[config.mk]
export PLATFORM = sky130hd
export DESIGN_NAME = jtkiwi_shram_arb
export DESIGN_NICKNAME = d
export VERILOG_FILES = /design/src/rtl/jtkiwi_shram_arb_pkg.sv /design/src/rtl/jtkiwi_shram_port.sv /design/src/rtl/jtkiwi_shram_arb.sv
export SDC_FILE = /design/constraint.sdc
export NUM_CORES = 1
export LEC_CHECK = 0
export CAP_MARGIN = 20
export CORE_ASPECT_RATIO = 1.25
export CORE_MARGIN = 4
export CORE_UTILIZATION = 42
export CTS_CLUSTER_SIZE = 12
export DETAILED_ROUTE_END_ITERATION = 12
export GPL_ROUTABILITY_DRIVEN = 0
export PLACE_DENSITY = 0.85
export RECOVER_POWER = 50
export SYNTH_ARGS = -nofsm -noshare
export SYNTH_HDL_FRONTEND = slang
export SYNTH_SLANG_ARGS = --single-unit
[constraint.sdc]
create_clock -name clk -period 2.9 [get_ports clk]
set_input_delay 0.87 -clock clk [delete_from_list [all_inputs] [get_ports clk]]
set_output_delay 0.87 -clock clk [all_outputs]
set_load 0.005 [all_outputs]
[src/rtl/jtkiwi_shram_arb_pkg.sv]
// Shared types for the kiwi shared-RAM arbiter.
package jtkiwi_shram_arb_pkg;

  // Arbiter FSM: IDLE picks a requester, ACC runs the RAM access.
  typedef enum logic {
    IDLE = 1'b0,
    ACC  = 1'b1
  } state_t;

endpackage

[src/rtl/jtkiwi_shram_port.sv]
// Per-CPU side of the shared-RAM arbiter: done flag, wait request and
// registered read data.
module jtkiwi_shram_port #(
  parameter int DW = 8
) (
  input  logic          clk,
  input  logic          rst,
  input  logic          cs,
  input  logic          capture,   // capture cycle of an access owned by this CPU
  input  logic          rd,        // the owned access is a read
  input  logic [DW-1:0] ram_dout,
  output logic          busy,
  output logic [DW-1:0] dout
);

  logic done;

  // Combinational so the CPU is held in the very cycle cs rises.
  assign busy = cs & ~done;

  // done holds off a re-grant while cs stays high; drops with cs.
  always_ff @(posedge clk) begin
    if (rst)          done <= 1'b0;
    else if (!cs)     done <= 1'b0;
    else if (capture) done <= 1'b1;
  end

  // Read data is kept until the next read of this CPU completes, even when
  // the CPU already let go of cs.
  always_ff @(posedge clk) begin
    if (rst)                dout <= '0;
    else if (capture && rd) dout <= ram_dout;
  end

endmodule

[src/rtl/jtkiwi_shram_arb.sv]
// Arbiter serialising the main and sound Z80s onto the single-port shared
// RAM, with round-robin on simultaneous requests.
module jtkiwi_shram_arb
  import jtkiwi_shram_arb_pkg::*;
#(
  parameter int AW      = 13,
  parameter int DW      = 8,
  parameter int ACC_CYC = 2    // must be at least 2
) (
  input  logic          clk,
  input  logic          rst,
  input  logic          main_cs,
  input  logic          main_rnw,
  input  logic [AW-1:0] main_addr,
  input  logic [DW-1:0] main_din,
  output logic [DW-1:0] main_dout,
  output logic          main_busy,
  input  logic          snd_cs,
  input  logic          snd_rnw,
  input  logic [AW-1:0] snd_addr,
  input  logic [DW-1:0] snd_din,
  output logic [DW-1:0] snd_dout,
  output logic          snd_busy,
  output logic [AW-1:0] ram_addr,
  output logic [DW-1:0] ram_din,
  output logic          ram_we,
  input  logic [DW-1:0] ram_dout,
  output logic          gnt_snd
);

  localparam int CW = $clog2(ACC_CYC + 1);

  state_t        state, state_nxt;
  logic [CW-1:0] cnt;
  logic          last_snd;   // 1: sound won the previous grant
  logic          cur_rd;     // direction of the access in flight
  logic          grant, pick_snd, capture;

  // Next state and grant decision. cnt counts cycles since the grant edge;
  // the registered RAM output is valid once it reaches ACC_CYC.
  always_comb begin
    state_nxt = state;
    grant     = 1'b0;
    pick_snd  = 1'b0;
    capture   = 1'b0;
    case (state)
      IDLE: begin
        if (main_busy || snd_busy) begin
          grant     = 1'b1;
          pick_snd  = snd_busy & (~main_busy | ~last_snd);
          state_nxt = ACC;
        end
      end
      ACC: begin
        if (cnt == CW'(ACC_CYC)) begin
          capture   = 1'b1;
          state_nxt = IDLE;
        end
      end
      default: state_nxt = IDLE;
    endcase
  end

  // State register.
  always_ff @(posedge clk) begin
    if (rst) state <= IDLE;
    else     state <= state_nxt;
  end

  // RAM request registers, access counter and round-robin memory.
  always_ff @(posedge clk) begin
    if (rst) begin
      ram_we   <= 1'b0;
      ram_addr <= '0;
      ram_din  <= '0;
      cnt      <= '0;
      last_snd <= 1'b0;
      gnt_snd  <= 1'b0;
      cur_rd   <= 1'b0;
    end else begin
      ram_we <= 1'b0;
      if (grant) begin
        ram_addr <= pick_snd ? snd_addr : main_addr;
        ram_din  <= pick_snd ? snd_din  : main_din;
        ram_we   <= pick_snd ? ~snd_rnw : ~main_rnw;
        cur_rd   <= pick_snd ?  snd_rnw :  main_rnw;
        cnt      <= CW'(1);
        gnt_snd  <= pick_snd;
        last_snd <= pick_snd;
      end else if (state == ACC) begin
        cnt <= cnt + CW'(1);
        if (capture) gnt_snd <= 1'b0;
      end
    end
  end

  jtkiwi_shram_port #(.DW(DW)) u_main (
    .clk      (clk),
    .rst      (rst),
    .cs       (main_cs),
    .capture  (capture & ~gnt_snd),
    .rd       (cur_rd),
    .ram_dout (ram_dout),
    .busy     (main_busy),
    .dout     (main_dout)
  );

  jtkiwi_shram_port #(.DW(DW)) u_snd (
    .clk      (clk),
    .rst      (rst),
    .cs       (snd_cs),
    .capture  (capture & gnt_snd),
    .rd       (cur_rd),
    .ram_dout (ram_dout),
    .busy     (snd_busy),
    .dout     (snd_dout)
  );

endmodule
==> summary.txt, run 1 <==
Power
  – Comb power frac: 0.179
  – Switch share: 0.226
  – Switching Power: 310 uW
  – Pleak: 1.24 nW
  – Share of total power in sequential cells: 0.498
  – Clock Power Share: 0.323
  – Pint: 1.06 mW
  – PD cells: 460 nW/um2
  – Worst ir drop on vdd: 0.000318 V

GRT
  – Total GRT Usage: 0.191
  – First-pass GRT wire length: 7.97 mm
  – Initial antenna violation count: 0
  – Vias in the first global route: 1,743
  – Largest net degree at the start of global routing: 21
  – Gr ovfl total: 0

Detailed routing
  – Post-DR wirelength/cell: 15.0 um
  – WL final: 5.08 mm
  – M1 WL: 1.92 mm
  – Top Layer Used: met4
  – Routed Antenna Nets: 0
  – Vias per cell: 5.01
  – Met2 Wirelength: 2.50 mm
  – Drt first pass iters: 4
  – Iteration-0 DRC count of the detailed router: 24
  – Met3 wire length: 597 um
  – # DRC: 0
  – Vias post-DR: 1,692

Clock network
  – Clock Path Buffers: 2
  – Clk root buf: clkbuf_8
  – Clk sinks: 46
  – Worst skew pair latency: 300 ps
  – H-tree Lvls: 2
  – Reg clk slew, reported paths: 70 ps
  – Inserted Clock Buffers: 5
  – Setup Buffers After CTS: 0
  – Cts hold-fix bufs: 0
  – CTS tree: done

Setup path
  – CP Max Fanout: 2
  – Critical R2R Launch: state$_SDFF_PP0_
  – WS Path Type: primary input to primary output
  – CP Cell Sequence: clkdlybuf4s50_1 -> nor2b_4 -> dlymetal6s2s_1
  – Crit start category: primary input
  – Critical path's largest stage delay: 470 ps
  – Worst Path Arrival: 1640 ps
  – WP data required: 2030 ps
  – Worst setup path startpoint: snd_cs
  – Slowest library cell on the worst path: clkdlybuf4s50_1
  – CP Capture Type: primary output

Floorplanning
  – Core Box Area: 4160 um2
  – Initial Util: 0.440
  – Die Y: 81.8 um
  – # rows: 26
  – Horiz. Die Dim: 67.1 um
  – Total I/O pin count: 97
  – Die area: 5490 um2

Synth
  – Ys flop type: dfxtp_1
  – Synth warn: 0
  – Post-synth EDFFs: 0
  – Sequential area share after synthesis: 0.503
  – Synth unique cells: 28
  – Syn_area_per_cell: 10.2 um2
  – Syn Std Cell Area: 1830 um2
  – Async SR Flop Fraction: 0
  – Syn Nets: 237
  – Gate Count Post-Synth: 180
  – Synth Register Bits: 46

STA
  – Pins over their slew limit: 0
  – Fin crit share: 0.865
  – Worst-Margin Slew: 864 ps
  – Crit path time final: 2510 ps
  – Setup violations, final: 0
  – Setup tns final: 0 ps
  – F_max: 399 MHz
  – Setup ws final: 391 ps
  – Max-slew headroom: 0.424
  – Final Hold Vio Count: 0
  – Hold Worst Slack: 451 ps
  – RSZ-0062 raised after global routing: no
  – Clock Skew: 7.57 ps

Placement
  – Pre-CTS WS: 17.9 ps
  – Placed insts: 330
  – Port Buf Inserts: 96
  – HPWL after DPL: 4.09 mm

Finish
  – Layout cell share with drive strength beyond 1: 0.0745
  – Final Util: 0.717
  – Post-Layout Cell Count: 338
  – Diode count: 0
  – Layout area overhead: 63.0%
  – Final nets: 338

Min path
  – Tightest Hold Check Type: register to register
  – Min-delay src: u_snd.dout[2]$_SDFFE_PP0P_

Job
  – Max_cap viols: 0

Status
  – Status: complete, no violations
==> cells by family (layout without fill, tap and decap cells) <==
group / after synthesis / after routing / share of synthesized area
DFF: 46 / 46 / 0.503
buffers and inverters: 14 / 116 / 0.0485
AOI/OAI and AO/OA: 47 / 47 / 0.189
muxes: 22 / 22 / 0.120
adders and majority gates: 1 / 1 / 0.00683
and+or+nand+nor: 50 / 50 / 0.133
==> sequential cells by signal, summed over array words and instances (netlist names), 2 cells and up <==
name and count:
ram_addr 13, ram_din 8, u_snd.dout 8, cnt 2, u_main.dout 8
==> power groups by stage <==
stage	Clock [mW]	Sequential [mW]	Combinational [mW]
2_1_floorplan	0	0.698	0.0976
3_3_place_gp	0	0.698	0.251
3_5_place_dp	0	0.700	0.255
4_1_cts	0.457	0.685	0.256
5_1_grt	0.485	0.690	0.264
6_report	0.443	0.685	0.246
==> cells in the final DEF, fill, tap and decap left out, types with 3 or more instances in the layout <==
master | synthesis | routed
dfxtp_1 | 46 | 46
inv_1 | 3 | 3
buf_4 | 1 | 5
dlygate4sd3_1 | 0 | 23
nor2_1 | 3 | 3
mux2i_1 | 22 | 22
nand2_1 | 33 | 33
clkdlybuf4s50_1 | 0 | 71
a21oi_1 | 17 | 17
clkbuf_8 | 0 | 8
o2bb2ai_1 | 23 | 23
==> routing by layer <==
metal | track usage | up-vias
met3 | 0.0889 | 8
met4 | 0.0548 | 0
met2 | 0.342 | 80
met5 | 0 | -
met1 | 0.198 | 761
li1 | - | 843
==> worst max-delay path: cells and delay by family <==
kind                   cells  cell delay (ps)
buffers and inverters      2              610
and+or+nand+nor            1              160
==> final timing paths <==
kind	end	slack [ps]	depth (start not counted)
setup / recovery	snd_busy	390	3
hold / removal	u_snd.dout[2]$_SDFFE_PP0P_	450	2
setup reg to reg	ram_din[6]$_SDFFE_PP0P_	1290	5
hold reg to reg	u_snd.dout[2]$_SDFFE_PP0P_	450	2
==> Yosys cell counts, types with 2 or more instances <==
cell type | number | area [um2]
nor2b_4 | 2 | 27.5
nand2_1 | 33 | 124
mux2i_1 | 22 | 220
dfxtp_1 | 46 | 921
a211oi_1 | 2 | 15.0
nor2_1 | 3 | 11.3
o2bb2ai_1 | 23 | 201
nor3_1 | 2 | 10.0
clkbuf_1 | 3 | 11.3
inv_1 | 3 | 11.3
buf_2 | 2 | 10.0
nand3_1 | 2 | 10.0
buf_6 | 4 | 45.0
a31oi_1 | 2 | 12.5
a21oi_1 | 17 | 85.1
nor3b_1 | 2 | 15.0
==> through the flow <==
| step | power (mW) | area (um2) |
|---|---|---|
| floorplan | 0.795 | 1830 |
| global placement | 0.949 | 2870 |
| detailed placement | 0.955 | 2870 |
| CTS | 1.40 | 2980 |
| global route | 1.44 | 2980 |
| finish | 1.37 | 2980 |
==> final cells by class <==
class                      count  area, um2
tap                           56       70.1
fill                         362       1180
sequential                    46        921
multi-input combinational    120        821
timing repair buffer         104       1050
inverter                       4       15.0
clock buffer                   8        110
==> what timing repair did <==
item / 4_1_cts / 5_1_grt
endpoints found under the hold margin: 0 / 0
resized for setup: 0 / 2
setup endpoints to repair: 0 / 2
Note: power is estimated with default switching activity, not from simulation.
==> run 2, diff against run 1 <==
- SLEW_MARGIN: unset -> 0
==> results of run 2 <==
Same layout as run 1: the final DEF is identical, and so are final timing and power.
==> run 3, diff against run 2 <==
--- a/constraint.sdc
+++ b/constraint.sdc
@@ -3,2 +3,2 @@
 set_output_delay 0.87 -clock clk [all_outputs]
-set_load 0.005 [all_outputs]
+set_load 0.05 [all_outputs]
==> run 3 against run 2 <==
Effect of this change: global-route usage grew 0.69 points; maximum frequency fell by 5.0%; core utilization fell by 1.3 points; worst hold slack hardly changed.
==> summary.txt, run 3 (synthesis gave the netlist of run 1 again) <==
Setup path
  – Cell depth of the worst flop-to-flop path: 5
  – CP Buf/Inv Count: 2
  – WS Path Type: primary input to register
  – CP Cell Sequence: clkdlybuf4s50_1 -> nor2b_4 -> nand3_1 -> buf_12 -> mux2i_1 -> o2bb2ai_1
  – Critical R2R Launch: u_main.done$_SDFFE_PP0P_
  – R2r setup slk: 990 ps
  – WP data required: 3080 ps
  – Critical path's largest stage delay: 560 ps
  – FF-to-FF End: ram_addr[0]$_SDFFE_PP0P_
  – Slowest library cell on the worst path: nand3_1
  – CP Capture Type: register
  – Worst Path Arrival: 2820 ps
  – Crit start category: primary input
  – Cell family with most CP delay: buffers and inverters
  – CP Max Fanout: 14

Power
  – Pleak: 1.15 nW
  – Worst ir drop on vdd: 0.000323 V
  – PD cells: 475 nW/um2

Clock network
  – CTS tree: done
  – H-tree Lvls: 2
  – Cts hold-fix bufs: 0
  – Worst skew pair latency: 290 ps
  – Setup Buffers After CTS: 0
  – Clk sinks: 46
  – Number of gates resized after cts: 0
  – Clk root buf: clkbuf_8
  – Reg clk slew, reported paths: 80 ps
  – Clock Path Buffers: 2
  – Inserted Clock Buffers: 5

STA
  – Setup violations, final: 0
  – Worst-Margin Slew: 748 ps
  – Setup tns final: 0 ps
  – F_max: 379 MHz
  – Final Hold Vio Count: 0
  – Clock Skew: 9.06 ps
  – Pins over their slew limit: 0
  – RSZ-0062 raised after global routing: no
  – Crit path time final: 2640 ps
  – Fin crit share: 0.911
  – Max-slew headroom: 0.500

Detailed routing
  – Vias per cell: 5.04
  – WL final: 5.15 mm
  – Drt first pass iters: 4
  – Vias post-DR: 1,682
  – Post-DR wirelength/cell: 15.4 um
  – Iteration-0 DRC count of the detailed router: 56
  – # DRC: 0
  – Routed Antenna Nets: 0

Finish
  – Diode count: 0
  – Final Util: 0.704
  – Reg with most FFs: ram_addr
  – Layout cell share with drive strength beyond 1: 0.0576
  – Most common cell after layout, fill and taps aside: clkdlybuf4s50_1
  – Final nets: 335
  – Most frequent cells in the layout: clkdlybuf4s50_1 (87), dfxtp_1 (46), nand2_1 (33)
  – Layout area overhead: 60.1%
  – Flip-flop count of the largest register after layout: 13
  – Fin area: 2930 um2

Floorplanning
  – Horiz. Die Dim: 67.1 um
  – Total I/O pin count: 97
  – Core Box Area: 4160 um2
  – Die area: 5490 um2
  – Initial Util: 0.440
  – Die Y: 81.8 um
  – # rows: 26

GRT
  – Vias in the first global route: 1,741
  – Total GRT Usage: 0.198
  – Gr ovfl total: 0
  – Largest net degree at the start of global routing: 18
  – First-pass GRT wire length: 8.20 mm
  – Initial antenna violation count: 0

Min path
  – Worst Hold End: u_snd.dout[2]$_SDFFE_PP0P_
  – Tightest Hold Check Type: register to register
  – Hold Path Stages: 2
  – Min-delay src: u_snd.dout[2]$_SDFFE_PP0P_

Placement
  – Placed inst area: 2870 um2
  – Port Buf Inserts: 96
  – HPWL after DPL: 4.14 mm

Status
  – Status: complete, no violations

Job
  – Max_cap viols: 0
## run 3: cell types whose count changed in the layout (fill, tap and decap cells not counted), sizes merged
cell / change
buf: -1
clkbuf: -1
clkdlybuf4s50: +16
dlygate4sd3: -16
dlymetal6s2s: -2
## run 3: layout make-up
| type | instances | area, um2 |
|---|---|---|
| fill | 346 | 1230 |
| timing repair buffer | 101 | 1040 |
| sequential | 46 | 921 |
| multi-input combinational | 120 | 808 |
| clock buffer | 7 | 76.3 |
| tap | 56 | 70.1 |
| inverter | 4 | 15.0 |
## run 3: power by group
part | leakage (nW) | total (mW) | internal [mW] | switching (mW)
registers | 0.376 | 0.686 | 0.664 | 0.0214
clock network | 0.0383 | 0.358 | 0.166 | 0.192
logic | 0.737 | 0.348 | 0.164 | 0.184
total | 1.15 | 1.39 | 0.994 | 0.397
## run 3: tightest hold or removal path, stage by stage (launching register included)
cell and delay (ps):
dfxtp_1 310, nand2_1 50, a21oi_1 50
## run 3: stage by stage
stage,hold slack (ps),power [mW],cells,worst slack [ps]
2_1_floorplan,432,0.892,180,818
3_3_place_gp,441,1.05,327,333
3_5_place_dp,445,1.05,327,210
4_1_cts,455,1.41,334,291
5_1_grt,472,1.46,334,201
6_report,450,1.39,334,259
## run 3: worst max path at each step
stage                                          end  depth (start not counted)    start
after floorplan                           snd_busy                          1   snd_cs
after global placement                   main_busy                          3  main_cs
after detailed placement  ram_addr[0]$_SDFFE_PP0P_                          6   snd_cs
after CTS                                 snd_busy                          3   snd_cs
after global routing      ram_addr[0]$_SDFFE_PP0P_                          6   snd_cs
final                     ram_addr[0]$_SDFFE_PP0P_                          6   snd_cs
## run 3: per-layer routing
metal | up-vias | wire (um) | track usage
met5 | - | 0 | 0
met4 | 0 | 36 | 0.0426
met3 | 5 | 557 | 0.0876
met2 | 73 | 2610 | 0.370
met1 | 764 | 1940 | 0.200
li1 | 840 | - | -
